==> config.mk <==
export PLATFORM = sky130hd
export DESIGN_NAME = fifo_wr_sel
export DESIGN_NICKNAME = d
export VERILOG_FILES = /design/src/rtl/fifo_pkg.sv /design/src/rtl/onehot_dec.sv /design/src/rtl/fifo_wr_sel.sv
export SDC_FILE = /design/constraint.sdc
export NUM_CORES = 1
export LEC_CHECK = 0
export CAP_MARGIN = 20
export CORE_AREA = 2 2 39 41
export DETAILED_ROUTE_END_ITERATION = 6
export DIE_AREA = 0 0 41 43
export PLACE_DENSITY_LB_ADDON = 0.12
export SLEW_MARGIN = 40
export SYNTH_ARGS = -nofsm -noshare
export SYNTH_HDL_FRONTEND = slang
export SYNTH_SLANG_ARGS = --single-unit
==> constraint.sdc <==
create_clock -name clk -period 1.8 [get_ports clk]
set_input_delay 0.27 -clock clk [delete_from_list [all_inputs] [get_ports clk]]
set_output_delay 0.27 -clock clk [all_outputs]
set_load 0.02 [all_outputs]
==> src/rtl/fifo_pkg.sv <==
// Shared FIFO definitions: default geometry and small bit-vector helpers.
// Latency: n/a (package only).
// Backpressure: n/a (package only).
package fifo_pkg;

  // Default geometry shared with the FIFO top.
  localparam int FIFO_ADDR_W = 3;
  localparam int FIFO_DEPTH  = 8;

  // Reflected binary-to-Gray conversion; callers cast down to their width.
  function automatic logic [31:0] bin2gray(input logic [31:0] b);
    return b ^ (b >> 1);
  endfunction

  // True when the vector is all zero or has exactly one bit set.
  function automatic logic is_onehot0(input logic [63:0] v);
    return (v & (v - 64'd1)) == 64'd0;
  endfunction

endpackage

==> src/rtl/onehot_dec.sv <==
// Pointer-to-row decoder: drives a one-hot enable from an address, or zero when disabled.
// Latency: purely combinational, zero cycles.
// Backpressure: none; addresses at or beyond DEPTH decode to all zero.
module onehot_dec #(
  parameter int ADDR_W = 3,
  parameter int DEPTH  = 8
) (
  input  logic [ADDR_W-1:0] addr,
  input  logic              en,
  output logic [DEPTH-1:0]  onehot
);

  // One comparator per row; rows beyond the reachable range never match.
  for (genvar i = 0; i < DEPTH; i++) begin : g_row
    assign onehot[i] = en && (addr == ADDR_W'(i));
  end

endmodule

==> src/rtl/fifo_wr_sel.sv <==
// Wrapping FIFO pointer with registered one-hot row select, lap bit and load-range error.
// Latency: one clock from load/advance/en to ptr, wrap, sel, load_err (and ptr_gray).
// Backpressure: none; load beats advance, out-of-range loads are rejected with a pulse.
// Optional macro FIFO_WR_SEL_GRAY_EN adds the registered Gray lap-extended pointer ptr_gray.
module fifo_wr_sel
  import fifo_pkg::*;
#(
  parameter int ADDR_W = FIFO_ADDR_W,
  parameter int DEPTH  = FIFO_DEPTH
) (
  input  logic              clk,
  input  logic              rst_n,
  input  logic              en,
  input  logic              advance,
  input  logic              load,
  input  logic [ADDR_W-1:0] load_addr,
  output logic [DEPTH-1:0]  sel,
  output logic [ADDR_W-1:0] ptr,
  output logic              wrap,
  output logic              load_err
`ifdef FIFO_WR_SEL_GRAY_EN
  ,
  output logic [ADDR_W:0]   ptr_gray
`endif
);

  localparam logic [ADDR_W:0]   DEPTH_EXT = (ADDR_W+1)'(DEPTH);
  localparam logic [ADDR_W-1:0] LAST_PTR  = ADDR_W'(DEPTH - 1);

  // Geometry sanity: the decoder needs every row addressable.
  if (DEPTH < 2 || DEPTH > (1 << ADDR_W)) begin : g_bad_depth
    $error("fifo_wr_sel: DEPTH must be in 2..2**ADDR_W");
  end

  logic [ADDR_W-1:0] ptr_q, ptr_d;
  logic              wrap_q, wrap_d;
  logic              en_q, en_d;
  logic              load_err_q, load_err_d;

  // Next-state: load wins over advance; a rejected load freezes the pointer for the cycle.
  always_comb begin
    ptr_d      = ptr_q;
    wrap_d     = wrap_q;
    en_d       = en;
    load_err_d = 1'b0;
    if (load) begin
      if ({1'b0, load_addr} < DEPTH_EXT) begin
        ptr_d  = load_addr;
        wrap_d = 1'b0;
      end else begin
        load_err_d = 1'b1;
      end
    end else if (advance) begin
      if (ptr_q == LAST_PTR) begin
        ptr_d  = '0;
        wrap_d = ~wrap_q;
      end else begin
        ptr_d  = ptr_q + ADDR_W'(1);
      end
    end
  end

  // State registers, cleared asynchronously.
  always_ff @(posedge clk or negedge rst_n) begin
    if (!rst_n) begin
      ptr_q      <= '0;
      wrap_q     <= 1'b0;
      en_q       <= 1'b0;
      load_err_q <= 1'b0;
    end else begin
      ptr_q      <= ptr_d;
      wrap_q     <= wrap_d;
      en_q       <= en_d;
      load_err_q <= load_err_d;
    end
  end

  // Row select is decoded from registered state only, so no input reaches sel combinationally.
  onehot_dec #(
    .ADDR_W (ADDR_W),
    .DEPTH  (DEPTH)
  ) u_dec (
    .addr   (ptr_q),
    .en     (en_q),
    .onehot (sel)
  );

  assign ptr      = ptr_q;
  assign wrap     = wrap_q;
  assign load_err = load_err_q;

`ifdef FIFO_WR_SEL_GRAY_EN
  // Single-bit-change Gray steps only hold when the pointer uses the full binary range.
  if (DEPTH != (1 << ADDR_W)) begin : g_bad_gray
    $error("fifo_wr_sel: Gray pointer needs DEPTH == 2**ADDR_W");
  end

  logic [ADDR_W:0] gray_q, gray_d;

  // Gray code of the lap-extended pointer, computed from next state so it moves with ptr.
  always_comb begin
    gray_d = (ADDR_W+1)'(bin2gray(32'({wrap_d, ptr_d})));
  end

  // Gray register, cleared with the rest of the state.
  always_ff @(posedge clk or negedge rst_n) begin
    if (!rst_n) begin
      gray_q <= '0;
    end else begin
      gray_q <= gray_d;
    end
  end

  assign ptr_gray = gray_q;
`endif

endmodule

== Word-level counts from Yosys, hierarchy flattened ==
Index checks and enable logic that the tools add are counted.

* Register bits after elaboration: 5
* Input bits: 8
* Output and inout port bits: 13
* Word-level logic and storage cells: 30

* Add/subtract/negate cells: 1
* Eq/ne operators: 7
* Multiplexer cells: 6
* Bitwise gates (word level): 1
* Reduce and logical (&&, ||, !) cells: 12

{| class="wikitable"
|+ Operators with widths
! operator !! count
|-
| == test 3 bit (second input constant) || 4
|-
| 2-to-1 mux 3 bit || 3
|-
| logical AND 1 bit || 8
|-
| == test 3 x 2 -> 1 bit (second input constant) || 2
|-
| nonzero test 2 bit || 2
|-
| adder 3 x 1 -> 3 bit (second input constant) || 1
|-
| == test 3 x 1 -> 1 bit (second input constant) || 1
|-
| zero test 3 bit || 1
|-
| 2-to-1 mux 1 bit || 3
|-
| AND reduction 2 bit || 1
|-
| inverter 1 bit || 1
|}

== Longest topological paths before layout ==
* Depth after elaboration: 4
* Mapped depth: 4
* Depth with buffers taken out: 4

== Hierarchy ==
A second synthesis with hierarchy kept.

* Cells, all modules: 30
* Area, all modules: 346.6 µm²

{| class="wikitable"
|+ Modules (own cells, without submodules)
! module !! instances !! cells each !! area an instance (µm²)
|-
| fifo_wr_sel || 1 || 22 || 250.2
|-
| onehot_dec || 1 || 8 || 96.3
|}

== Worst setup path after synthesis ==
OpenSTA, ideal clock, no wires.

* Path kind: register -> output
* Start point: reg ptr_q[0] (netlist: ptr[0])
* End point: out sel[7]
* Arrival time: 1.158 ns
* Required time: 1.530 ns
* Setup slack: 0.372 ns
* Stages on the path, launching flop included: 4
* Path through: dfrtp_1 -> ha_1 -> ha_1 -> and2_1

* Cells in the longest elaborated chain, start to end: 2

{| class="wikitable"
|+ Ends and longest elaborated chain
! item !! line !! text
|-
| start, declared || fifo_wr_sel.sv:35 || <nowiki>logic [ADDR_W-1:0] ptr_q, ptr_d;</nowiki>
|-
| start signal, assigned || fifo_wr_sel.sv:71 || <nowiki>ptr_q <= ptr_d;</nowiki>
|-
| == test 3 bit || onehot_dec.sv:15 || <nowiki>assign onehot[i] = en && (addr == ADDR_W'(i));</nowiki>
|-
| logical AND 1 bit || onehot_dec.sv:15 ||
|-
| end, declared || fifo_wr_sel.sv:17 || <nowiki>output logic [DEPTH-1:0] sel,</nowiki>
|}

No other way between the ends.

== Final worst setup path ==
* Start point: reg ptr_q[0] (netlist: ptr[0])
* End point: out sel[3]

* Cells in the longest elaborated chain, start to end: 2

{| class="wikitable"
|+ Ends and longest elaborated chain
! item !! line
|-
| == test 3 x 2 -> 1 bit || onehot_dec.sv:15
|-
| logical AND 1 bit || onehot_dec.sv:15
|}

No other way between the ends.

==> impl_metrics.env <==
export IMPL_syn_to_final_growth_pct=63.5
export IMPL_finalMaxSlewViolations=0
export IMPL_critical_path_startpoint_type="flip-flop"
export IMPL_synth_area_leaders="dfrtp_1, ha_1, and2_1"
export IMPL_drtAntennaViolNets=0
export IMPL_async_reset_ff_frac=1.00
export IMPL_p_seq_frac=0.331
export IMPL_die_area_mm2=0.00176
export IMPL_switchingPower_uw=126
export IMPL_drt_iter0_markers=1
export IMPL_die_h_um=43
export IMPL_finalPower_uw=408
export IMPL_synthesis_nets=53
export IMPL_ys_types=17
export IMPL_rrSetupSlack_ns=0.45
export IMPL_critPathKind="flip-flop to output pin"
export IMPL_cp_data_required_time_ns=1.53
export IMPL_cts_htree_levels=1
export IMPL_skew_ns=0.00494
export IMPL_grt_use_total=0.109
export IMPL_power_leakage_uw=0.000324
export IMPL_netlist_instances=39
export IMPL_dp_cells=76
export IMPL_fmaxAchievable_mhz=584
export IMPL_worstRegToRegCells=5
export IMPL_ys_top_cells_by_count="ha_1, and2_1, dfrtp_1"
export IMPL_cp_startpoint="ptr[0]"
export IMPL_synth_edf_count=0
export IMPL_outcome="finished clean"
export IMPL_grt_pass1_vias=321
export IMPL_yosysTopAreaCell="dfrtp_1"
export IMPL_met3_length_um=53
export IMPL_syn_avg_cell_area_um2=9.66
export IMPL_synth_top_area_frac=0.332
export IMPL_hp_class="input port to async pin"
export IMPL_via_per_inst=4.11
export IMPL_peakVddDrop_mv=0.270
export IMPL_fp_coreArea_mm2=0.00138
export IMPL_wl_met2_um=323
export IMPL_cts_root_buf="clkbuf_4"
export IMPL_period_needed_ns=1.71
export IMPL_firstDrtPassIters=2
export IMPL_antenna_cells=0
export IMPL_wl_um=701
export IMPL_final_setup_tns_ns=0
export IMPL_rr_endpoint="wrap"
export IMPL_start_util=0.272
export IMPL_n_fill_cell=134
export IMPL_highest_layer="met4"
export IMPL_clk_insertion_delay_late_ns=0.25
export IMPL_hold_violations=0
export IMPL_fin_cells=80
export IMPL_ys_warnings_count=0
export IMPL_p_per_area_mw_per_mm2=663
export IMPL_whs_ns=0.247
export IMPL_layout_drive_gt1_share=0.125
export IMPL_wl_per_cell_um=8.76
export IMPL_overflow=0
export IMPL_cts_buffers_inserted=3
export IMPL_max_cap_violations=0
export IMPL_gp_congestion=0.632
export IMPL_synthFlopType="dfrtp_1"
export IMPL_grt_first_pass_wirelength_mm=1.26
export IMPL_grt_antenna_before_repair=0
export IMPL_m1WireLength_um=300
export IMPL_clock_sinks=5
export IMPL_path_clk_slew_ns=0.05
export IMPL_critPathArrivalTime_ns=1.44
export IMPL_drc=0
export IMPL_crit_path_max_fanout=4
export IMPL_synth_seq_cells=5
export IMPL_critPathCaptureType="output pin"
export IMPL_synth_area_um2=377
export IMPL_power_frac_clock=0.322
export IMPL_postCtsHoldBufs=0
export IMPL_ys_seq_area_frac=0.332
export IMPL_p_int_uw=282
export IMPL_pwr_share_comb=0.347
export IMPL_grt_setup_unrepaired="false"
export IMPL_cts_tree="yes"
export IMPL_grt_max_degree=9
export IMPL_regToRegStartpoint="ptr[0]"
export IMPL_portBuffers=19
export IMPL_io_pins=21
export IMPL_dp_hpwl_um=599
export IMPL_rows=14
export IMPL_clk_path_buf_depth=2
export IMPL_switching_share=0.309
export IMPL_synth_most_common_cell="ha_1"
export IMPL_vias=329
export IMPL_die_w_um=41
export IMPL_nets=79
export IMPL_fin_crit_sh=0.951
export IMPL_setup_viol=0
-- registers in the layout, indices dropped and copies added (netlist names) --
name	cells
wrap	1
en_q	1
ptr	3
-- layout by cell type (no fill, tap or decap), types with 2 or more instances in the layout --
cell             netlist  final
o31a_1                 2      2
nor2b_1                4      4
buf_4                  1      3
ha_1                   6      6
clkdlybuf4s50_1        0     11
and3_1                 3      3
dlygate4sd2_1          0      6
and2_1                 5      5
inv_1                  3      3
dfrtp_1                5      5
nand2b_1               2      2
clkbuf_4               0      3
-- worst max-delay path, stage by stage (launching register included) --
cell and delay (ns):
dfrtp_1 0.40, ha_1 0.22, ha_1 0.17, and2_1 0.13, clkdlybuf4s15_1 0.28
-- worst max-delay path by stage --
| stage | to | slack (ns) | cells after the start |
|---|---|---|---|
| after floorplan | sel[7] | 0.37 | 3 |
| after global placement | sel[7] | 0.06 | 4 |
| after detailed placement | sel[7] | 0.04 | 4 |
| after CTS | sel[7] | 0.01 | 4 |
| after global routing | sel[3] | 0.007 | 4 |
| final | sel[3] | 0.09 | 4 |
-- layout make-up --
cell class / count / area [um2] / area share
clock buffer: 4 / 26.3 / 0.0427
inverter: 3 / 11.3 / 0.0183
multi-input combinational: 30 / 233 / 0.378
sequential: 5 / 125 / 0.203
tap: 16 / 20.0 / 0.0325
timing repair buffer: 22 / 200 / 0.325
-- stage by stage --
step,instance area (um2),utilization,worst slack [ns]
2_1_floorplan,377,-,0.372
3_3_place_gp,602,0.435,0.0621
3_5_place_dp,602,0.435,0.0387
4_1_cts,619,0.448,0.0133
5_1_grt,616,0.445,0.00722
6_report,616,0.445,0.0886
-- layer usage --
layer,vias up,global-route usage
met5,-,0
met4,0,0.100
met3,2,0.0157
met2,17,0.169
met1,133,0.118
li1,177,-
-- cells by family after synthesis --
logic type	count (synthesis)	synth area share
AOI/OAI and AO/OA	5	0.0997
adders and majority gates	6	0.199
buffers and inverters	4	0.0498
DFF	5	0.332
muxes	1	0.0266
other	1	0.00996
and+or+nand+nor	17	0.282
-- power groups by stage --
stage | clock network (uW) | logic, uW | registers (uW)
floorplan | 0 | 61.8 | 149
global placement | 0 | 151 | 137
detailed placement | 0 | 151 | 137
CTS | 138 | 145 | 135
global route | 146 | 160 | 138
finish | 131 | 141 | 135
-- what timing repair did --
action / in CTS / in global routing
setup buffers: 0 / 0
endpoints found under the setup margin: 8 / 2
gates resized for setup: 9 / 2
pin swaps: 0 / 0
Note: power is estimated with default switching activity, not from simulation.
